File: config.mk
export PLATFORM = sky130hd
export DESIGN_NAME = unary_frame_counter
export DESIGN_NICKNAME = d
export VERILOG_FILES = /design/src/rtl/unary_pkg.sv /design/src/rtl/unary_popcount.sv /design/src/rtl/unary_frame_counter.sv
export SDC_FILE = /design/constraint.sdc
export NUM_CORES = 1
export LEC_CHECK = 0
export CORE_AREA = 2 2 39 41
export DETAILED_ROUTE_END_ITERATION = 8
export DIE_AREA = 0 0 41 43
export GPL_ROUTABILITY_DRIVEN = 0
export PLACE_DENSITY = 0.68
export SYNTH_ARGS = -nofsm -noshare
export SYNTH_HDL_FRONTEND = slang
export SYNTH_HIERARCHICAL = 1
export SYNTH_SLANG_ARGS = --single-unit
File: constraint.sdc
create_clock -name clk -period 1.5 [get_ports clk]
set_input_delay 0.225 -clock clk [delete_from_list [all_inputs] [get_ports clk]]
set_output_delay 0.225 -clock clk [all_outputs]
set_load 0.005 [all_outputs]
File: src/rtl/unary_pkg.sv
// Shared types and helpers for the unary frame counter.
// The state enum is common to the top and the bench; countWidth sizes the
// popcount result so that an all-ones frame of WIDTH bits never wraps.
package unary_pkg;

    typedef enum logic {
        EMPTY = 1'b0,
        FULL  = 1'b1
    } frameState_e;

    function automatic int countWidth(input int width);
        return $clog2(width + 1);
    endfunction

endpackage

File: src/rtl/unary_popcount.sv
// Parameterised combinational popcount.
// Each bit is zero-extended to CW bits before summing, so the result for
// an all-ones input is exactly WIDTH.
module unary_popcount #(
    parameter int WIDTH = 4,
    parameter int CW    = 3
) (
    input  logic [WIDTH-1:0] data_i,
    output logic [CW-1:0]    count_o
);

    // Sum the ones of the frame.
    always_comb begin
        count_o = '0;
        for (int i = 0; i < WIDTH; i++) begin
            count_o = count_o + CW'(data_i[i]);
        end
    end

endmodule

File: src/rtl/unary_frame_counter.sv
// Unary frame counter: follows the shift strobes of an upstream shift
// register, captures each completed frame with its popcount into a
// one-entry output buffer, and flags frames dropped while the buffer is full.
// Optional feature: define UNARY_THERMO_CHECK_EN to add the thermo_err
// output, which marks captured frames that are not thermometer coded.
module unary_frame_counter
    import unary_pkg::*;
#(
    parameter  int WIDTH = 4,
    localparam int CW    = countWidth(WIDTH)
) (
    input  logic             clk,
    input  logic             rst_n,
    input  logic             shift_en,
    input  logic [WIDTH-1:0] parallel_in,
    input  logic             out_ready,
    output logic             out_valid,
    output logic [WIDTH-1:0] out_word,
    output logic [CW-1:0]    out_count,
    output logic             overflow
`ifdef UNARY_THERMO_CHECK_EN
    ,
    output logic             thermo_err
`endif
);

    localparam int BW = $clog2(WIDTH);
    localparam logic [BW-1:0] LAST_BIT = BW'(WIDTH - 1);

    logic [BW-1:0]    bitCnt_q, bitCnt_d;
    logic             capPend_q, capPend_d;
    frameState_e      state_q, state_d;
    logic [WIDTH-1:0] outWord_q, outWord_d;
    logic [CW-1:0]    outCount_q, outCount_d;
    logic             overflow_q, overflow_d;
    logic [CW-1:0]    frameCount;
    logic             loadFrame;
`ifdef UNARY_THERMO_CHECK_EN
    logic             thermoErr_q, thermoErr_d;
    logic             notThermo;
`endif

    unary_popcount #(
        .WIDTH (WIDTH),
        .CW    (CW)
    ) u_popcount (
        .data_i  (parallel_in),
        .count_o (frameCount)
    );

    // Track the bit position; the capture request lags the last strobe by one
    // cycle because the upstream register only holds the whole frame after it.
    always_comb begin
        bitCnt_d  = bitCnt_q;
        capPend_d = 1'b0;
        if (shift_en) begin
            capPend_d = (bitCnt_q == LAST_BIT);
            bitCnt_d  = (bitCnt_q == LAST_BIT) ? '0 : bitCnt_q + 1'b1;
        end
    end

`ifdef UNARY_THERMO_CHECK_EN
    // A thermometer code never has a 1 sitting directly below a 0.
    always_comb begin
        notThermo = 1'b0;
        for (int i = 0; i < WIDTH - 1; i++) begin
            if (!parallel_in[i + 1] && parallel_in[i]) begin
                notThermo = 1'b1;
            end
        end
    end
`endif

    // Output buffer control: load when empty or when the held word is being
    // accepted in the same cycle, otherwise drop the new frame and flag it.
    always_comb begin
        state_d    = state_q;
        outWord_d  = outWord_q;
        outCount_d = outCount_q;
        overflow_d = overflow_q;
        loadFrame  = 1'b0;
`ifdef UNARY_THERMO_CHECK_EN
        thermoErr_d = thermoErr_q;
`endif
        case (state_q)
            EMPTY: begin
                if (capPend_q) begin
                    loadFrame = 1'b1;
                    state_d   = FULL;
                end
            end
            FULL: begin
                if (capPend_q) begin
                    if (out_ready) begin
                        loadFrame = 1'b1;
                    end else begin
                        overflow_d = 1'b1;
                    end
                end else if (out_ready) begin
                    state_d = EMPTY;
                end
            end
            default: state_d = EMPTY;
        endcase
        if (loadFrame) begin
            outWord_d  = parallel_in;
            outCount_d = frameCount;
`ifdef UNARY_THERMO_CHECK_EN
            thermoErr_d = notThermo;
`endif
        end
    end

    // State and data registers, all cleared immediately by reset.
    always_ff @(posedge clk or negedge rst_n) begin
        if (!rst_n) begin
            bitCnt_q   <= '0;
            capPend_q  <= 1'b0;
            state_q    <= EMPTY;
            outWord_q  <= '0;
            outCount_q <= '0;
            overflow_q <= 1'b0;
`ifdef UNARY_THERMO_CHECK_EN
            thermoErr_q <= 1'b0;
`endif
        end else begin
            bitCnt_q   <= bitCnt_d;
            capPend_q  <= capPend_d;
            state_q    <= state_d;
            outWord_q  <= outWord_d;
            outCount_q <= outCount_d;
            overflow_q <= overflow_d;
`ifdef UNARY_THERMO_CHECK_EN
            thermoErr_q <= thermoErr_d;
`endif
        end
    end

    assign out_valid = (state_q == FULL);
    assign out_word  = outWord_q;
    assign out_count = outCount_q;
    assign overflow  = overflow_q;
`ifdef UNARY_THERMO_CHECK_EN
    assign thermo_err = thermoErr_q;
`endif

endmodule

# Yosys cells after proc, flatten, opt, wreduce, memory -nomap -nowiden
# Cells that the tools add are included.
dict set report totals {
  word_cells 23
  out_inout_bits 9
  in_bits 8
  reg_bits 12
}
dict set report classes {
  eq_ne 1
  n_reduce_logical 1
  muxes 9
  bitwise 2
  n_addsub 4
}
# op n
set op_table {}
lappend op_table {{$add 3x1->3} 2}
lappend op_table {{$mux 1} 6}
lappend op_table {{$pmux 1 s2} 2}
lappend op_table {{$reduce_and 3->1} 1}
lappend op_table {{$add 1x1->2} 1}
lappend op_table {{$add 2x1->2 const B} 1}
lappend op_table {{$eq 2x2->1 const B} 1}
lappend op_table {{$mux 2} 1}
lappend op_table {{$not 1->1} 2}

# Logic depth before layout (Yosys ltp)
dict set report depth {
  ltp_word 3
  depth_mapped 6
  depth_no_buf 6
}

# Cells and area by module
# Netlist, hierarchy kept.
# mod cells_each area_per_inst_um2 n_inst seq_area_each_um2
set modules_own_cells {}
lappend modules_own_cells {unary_frame_counter 29 490.5 1 300.3}
lappend modules_own_cells {unary_popcount 8 63.8 1 0.0}

# Worst setup path before layout
# No wires, ideal clock.
dict set report synth_path {
  path_kind {in2reg}
  startpoint {input port parallel_in[0]}
  endpoint {register outCount_q[1], in the netlist out_count[1]}
  setup_time_ps 125
  n_path_buf 0
  slack_ps -119
  stages 6
  arrival_ps 1494
  path_cell_list {inv_1 -> fa_1 -> inv_1 -> ha_1 -> ha_1 -> mux2_4}
}
dict set report synth_via {
  elab_chain_len 3
}
# element line_no
set synth_lines {}
lappend synth_lines {{from (decl)} unary_frame_counter.sv:15} ;# input logic [WIDTH-1:0] parallel_in,
lappend synth_lines {{$add 1x1->2} unary_popcount.sv:16} ;# count_o = count_o + CW'(data_i[i]);
lappend synth_lines {{$add 3x1->3 (2 in series)} unary_popcount.sv:16}
lappend synth_lines {{named net frameCount[1]} unary_frame_counter.sv:36} ;# logic [CW-1:0] frameCount;
lappend synth_lines {{to (signal assigned)} unary_frame_counter.sv:131} ;# outCount_q <= outCount_d;
lappend synth_lines {{to (decl)} unary_frame_counter.sv:34} ;# logic [CW-1:0] outCount_q, outCount_d;
# The timed path passes the listed nets, and every way through them passes these cells.
# A chain may end at the register's enable or synchronous reset.

# Final worst setup path
dict set report layout_path {
  startpoint {input port parallel_in[3]}
  endpoint {register outCount_q[1], in the netlist out_count[1]}
}
dict set report layout_via {
  elab_chain_len 1
}
# element line_no
set layout_lines {}
lappend layout_lines {{$add 3x1->3} unary_popcount.sv:16}
lappend layout_lines {{named net frameCount[1]} unary_frame_counter.sv:36}
# The timed path passes the listed nets, and every way through them passes these cells.

==> metrics.yaml <==
worst_hold_slack_ps: 212
yosysWarningCount: 6
finalCritPeriodShare_pct: 96.9
die_x_um: 41
crit_arrival_ps: 1610
timing.rr.start: "bitCnt_q[0]$_DFFE_PN0P_"
yosysSeqAreaShare_pct: 54.2
initial_utilization_pct: 40.1
worstSetupStartpointType: "primary input"
drtAntennaViolNets: 0
rows: 14
clk_pin_slew_ps: 80
synth-edff-count: 0
syn_area_per_cell_um2: 15.0
clk_latency_ps: 270
grt_pass1_vias: 377
syn_nets: 49
criticalPathCategory: "in -> reg"
leakage_uw: 0.000384
cts_setup_buffers: 0
synth_commonest_cells: "dfrtp_1 (12), mux2_4 (7), inv_1 (6)"
synth.mux.area_fraction_pct: 23.0
nNetsFinal: 70
drt-total-wl_um: 826
synth_most_common_cell: "dfrtp_1"
syn_inst: 37
synth_xor_area_share_pct: 0
synth-simple-area-share_pct: 7.00
maxCapViolations: 0
port_buffers: 16
synth_compound_area_share_pct: 1.35
detail_route.iter0.violations: 4
power_density_nw_per_um2: 1810
cts.sinks: 12
grt-ovfl-total: 0
relSlewSlack_pct: 64.9
cts_buffers: 3
ys.flop_type: "dfrtp_1"
worstPathMaxFanout: 2
drc: 0
rsz0062_at_grt: "no"
crit_start: "parallel_in[3]"
fmax_mhz: 688
grt_pass1_wl_um: 1510
post_route_cells_drive_above_1_share_pct: 40.4
status: "complete, no violations"
grt_use_total_pct: 12.9
rrSetupSlack_ps: 450
antenna_found_initial: 0
maxSlewViolCount: 0
synth_top_cell_by_area: "dfrtp_1"
synthAdderAreaFrac_pct: 10.4
core_um2: 1380
vias: 337
cts_tree: "yes"
synth_top_family_by_area: "multiplexers"
synth_seq_cells: 12
routedWlPerCell_um: 11.3
rr_endpoint: "bitCnt_q[1]$_DFFE_PN0P_"
area_growth_pct: 40.9
grt_max_degree: 13
end_kind: "flop"
ctsHtreeMaxLevel: 1
reg2regPathDepth: 2
final.min_clock_period_ps: 1450
worstPathRequired_ps: 1660
fin_worst_skew_ps: 4.62
netlist_area_um2: 554
ys_types: 12
hold_violations: 0
worst_slew_pin_slew_ps: 524
hold_start: "parallel_in[0]"
viasPerCell: 4.62
async_flop_share_pct: 100
ios: 17
critPathCapture: "out_count[1]$_DFFE_PN0P_"
ir_worst_vdd_mv: 0.871
setup_viol: 0
synthTopCellsByArea: "dfrtp_1 (54%), mux2_4 (19%), ha_1 (6.8%)"
hp-class: "in -> reg"
antenna_cells: 0
dpl.hpwl_um: 649
die_h_um: 43
final_util_pct: 56.4
synth_top_area_share_pct: 54.2
clock_path_buffers: 2
postCtsHoldBufs: 0
dr.pass1.iters: 2
clockRootBuffer: "clkbuf_4"
die_area_um2: 1760
## power breakdown
group,total [uW],internal (uW),switching [uW]
registers,572,478,94.3
clock network,252,147,105
logic,591,429,162
## worst min path at each step
stage	to	slack [ps]	cells past startpoint
6_report	out_word[0]$_DFFE_PN0P_	210	2
5_1_grt	out_word[0]$_DFFE_PN0P_	200	2
4_1_cts	out_word[1]$_DFFE_PN0P_	220	2
3_5_place_dp	overflow$_DFFE_PN0P_	470	1
3_3_place_gp	overflow$_DFFE_PN0P_	460	1
2_1_floorplan	bitCnt_q[0]$_DFFE_PN0P_	-70	0
## flip-flops by register name (all words and copies together), names as in the netlist
signal,flops
out_word,4
bitCnt_q,2
out_count,3
out_valid,1
capPend_q,1
overflow,1
## cells in the final DEF (no fill, tap or decap)
| cell type | synthesis | layout |
|---|---|---|
| and2_1 | 1 | 1 |
| buf_2 | 0 | 2 |
| buf_4 | 0 | 1 |
| clkbuf_4 | 0 | 3 |
| clkbuf_8 | 0 | 1 |
| clkdlybuf4s50_1 | 0 | 13 |
| dfrtp_1 | 12 | 12 |
| fa_1 | 1 | 1 |
| ha_1 | 3 | 1 |
| ha_2 | 0 | 1 |
| ha_4 | 0 | 1 |
| inv_1 | 6 | 3 |
| inv_2 | 0 | 2 |
| inv_8 | 0 | 1 |
| mux2_2 | 2 | 2 |
| mux2_4 | 7 | 7 |
| nand2_1 | 1 | 1 |
| nand2_4 | 1 | 1 |
| nand2b_4 | 1 | 1 |
| nor2_1 | 1 | 1 |
| o21bai_1 | 1 | 1 |
## cell type report
cell class                      instances  area (um2)
Fill cell                             123         603
Inverter                                6        30.0
Clock buffer                            4        36.3
Multi-Input combinational cell         19         246
Timing Repair Buffer                   16         148
Sequential cell                        12         300
Tap cell                               16        20.0
## repair_timing
item	4_1_cts	5_1_grt
setup endpoints to repair	3	1
resized for setup	13	3
pin swaps	0	1
gates cloned	0	0
## stage by stage
stage	instances	setup TNS, ps	cell area [um2]	power, uW	setup slack [ps]
floorplan	37	-92.7	567	873	-92.7
global route	73	0	781	1540	18.5
detailed placement	69	-1970	747	1180	-758
global placement	69	-1910	747	1170	-734
CTS	73	0	785	1440	8.22
finish	73	0	781	1420	46.7
## routing by layer
metal  vias to the layer above  global-route usage [%]  wire length (um)  share of wire, %
met5                         -                       0                 0                 0
met4                         0                    4.00                 0                 0
met3                         0                    6.28                66               8.0
met2                        15                    20.6               383                46
met1                       163                    14.4               376                46
li1                        159                       -                 -                 -
## cell families (layout without fill, tap and decap cells)
group | Yosys count | after routing
DFF | 12 | 12
muxes | 9 | 9
buffers and inverters | 6 | 26
and+or+nand+nor | 5 | 5
adders and majority gates | 4 | 4
AOI/OAI and AO/OA | 1 | 1
## worst max-delay path, stage by stage
cell	delay, ps
buf_4	120
inv_8	30
fa_1	520
inv_1	50
ha_2	190
ha_4	230
mux2_4	260
Note: power is estimated with default switching activity, not from simulation.
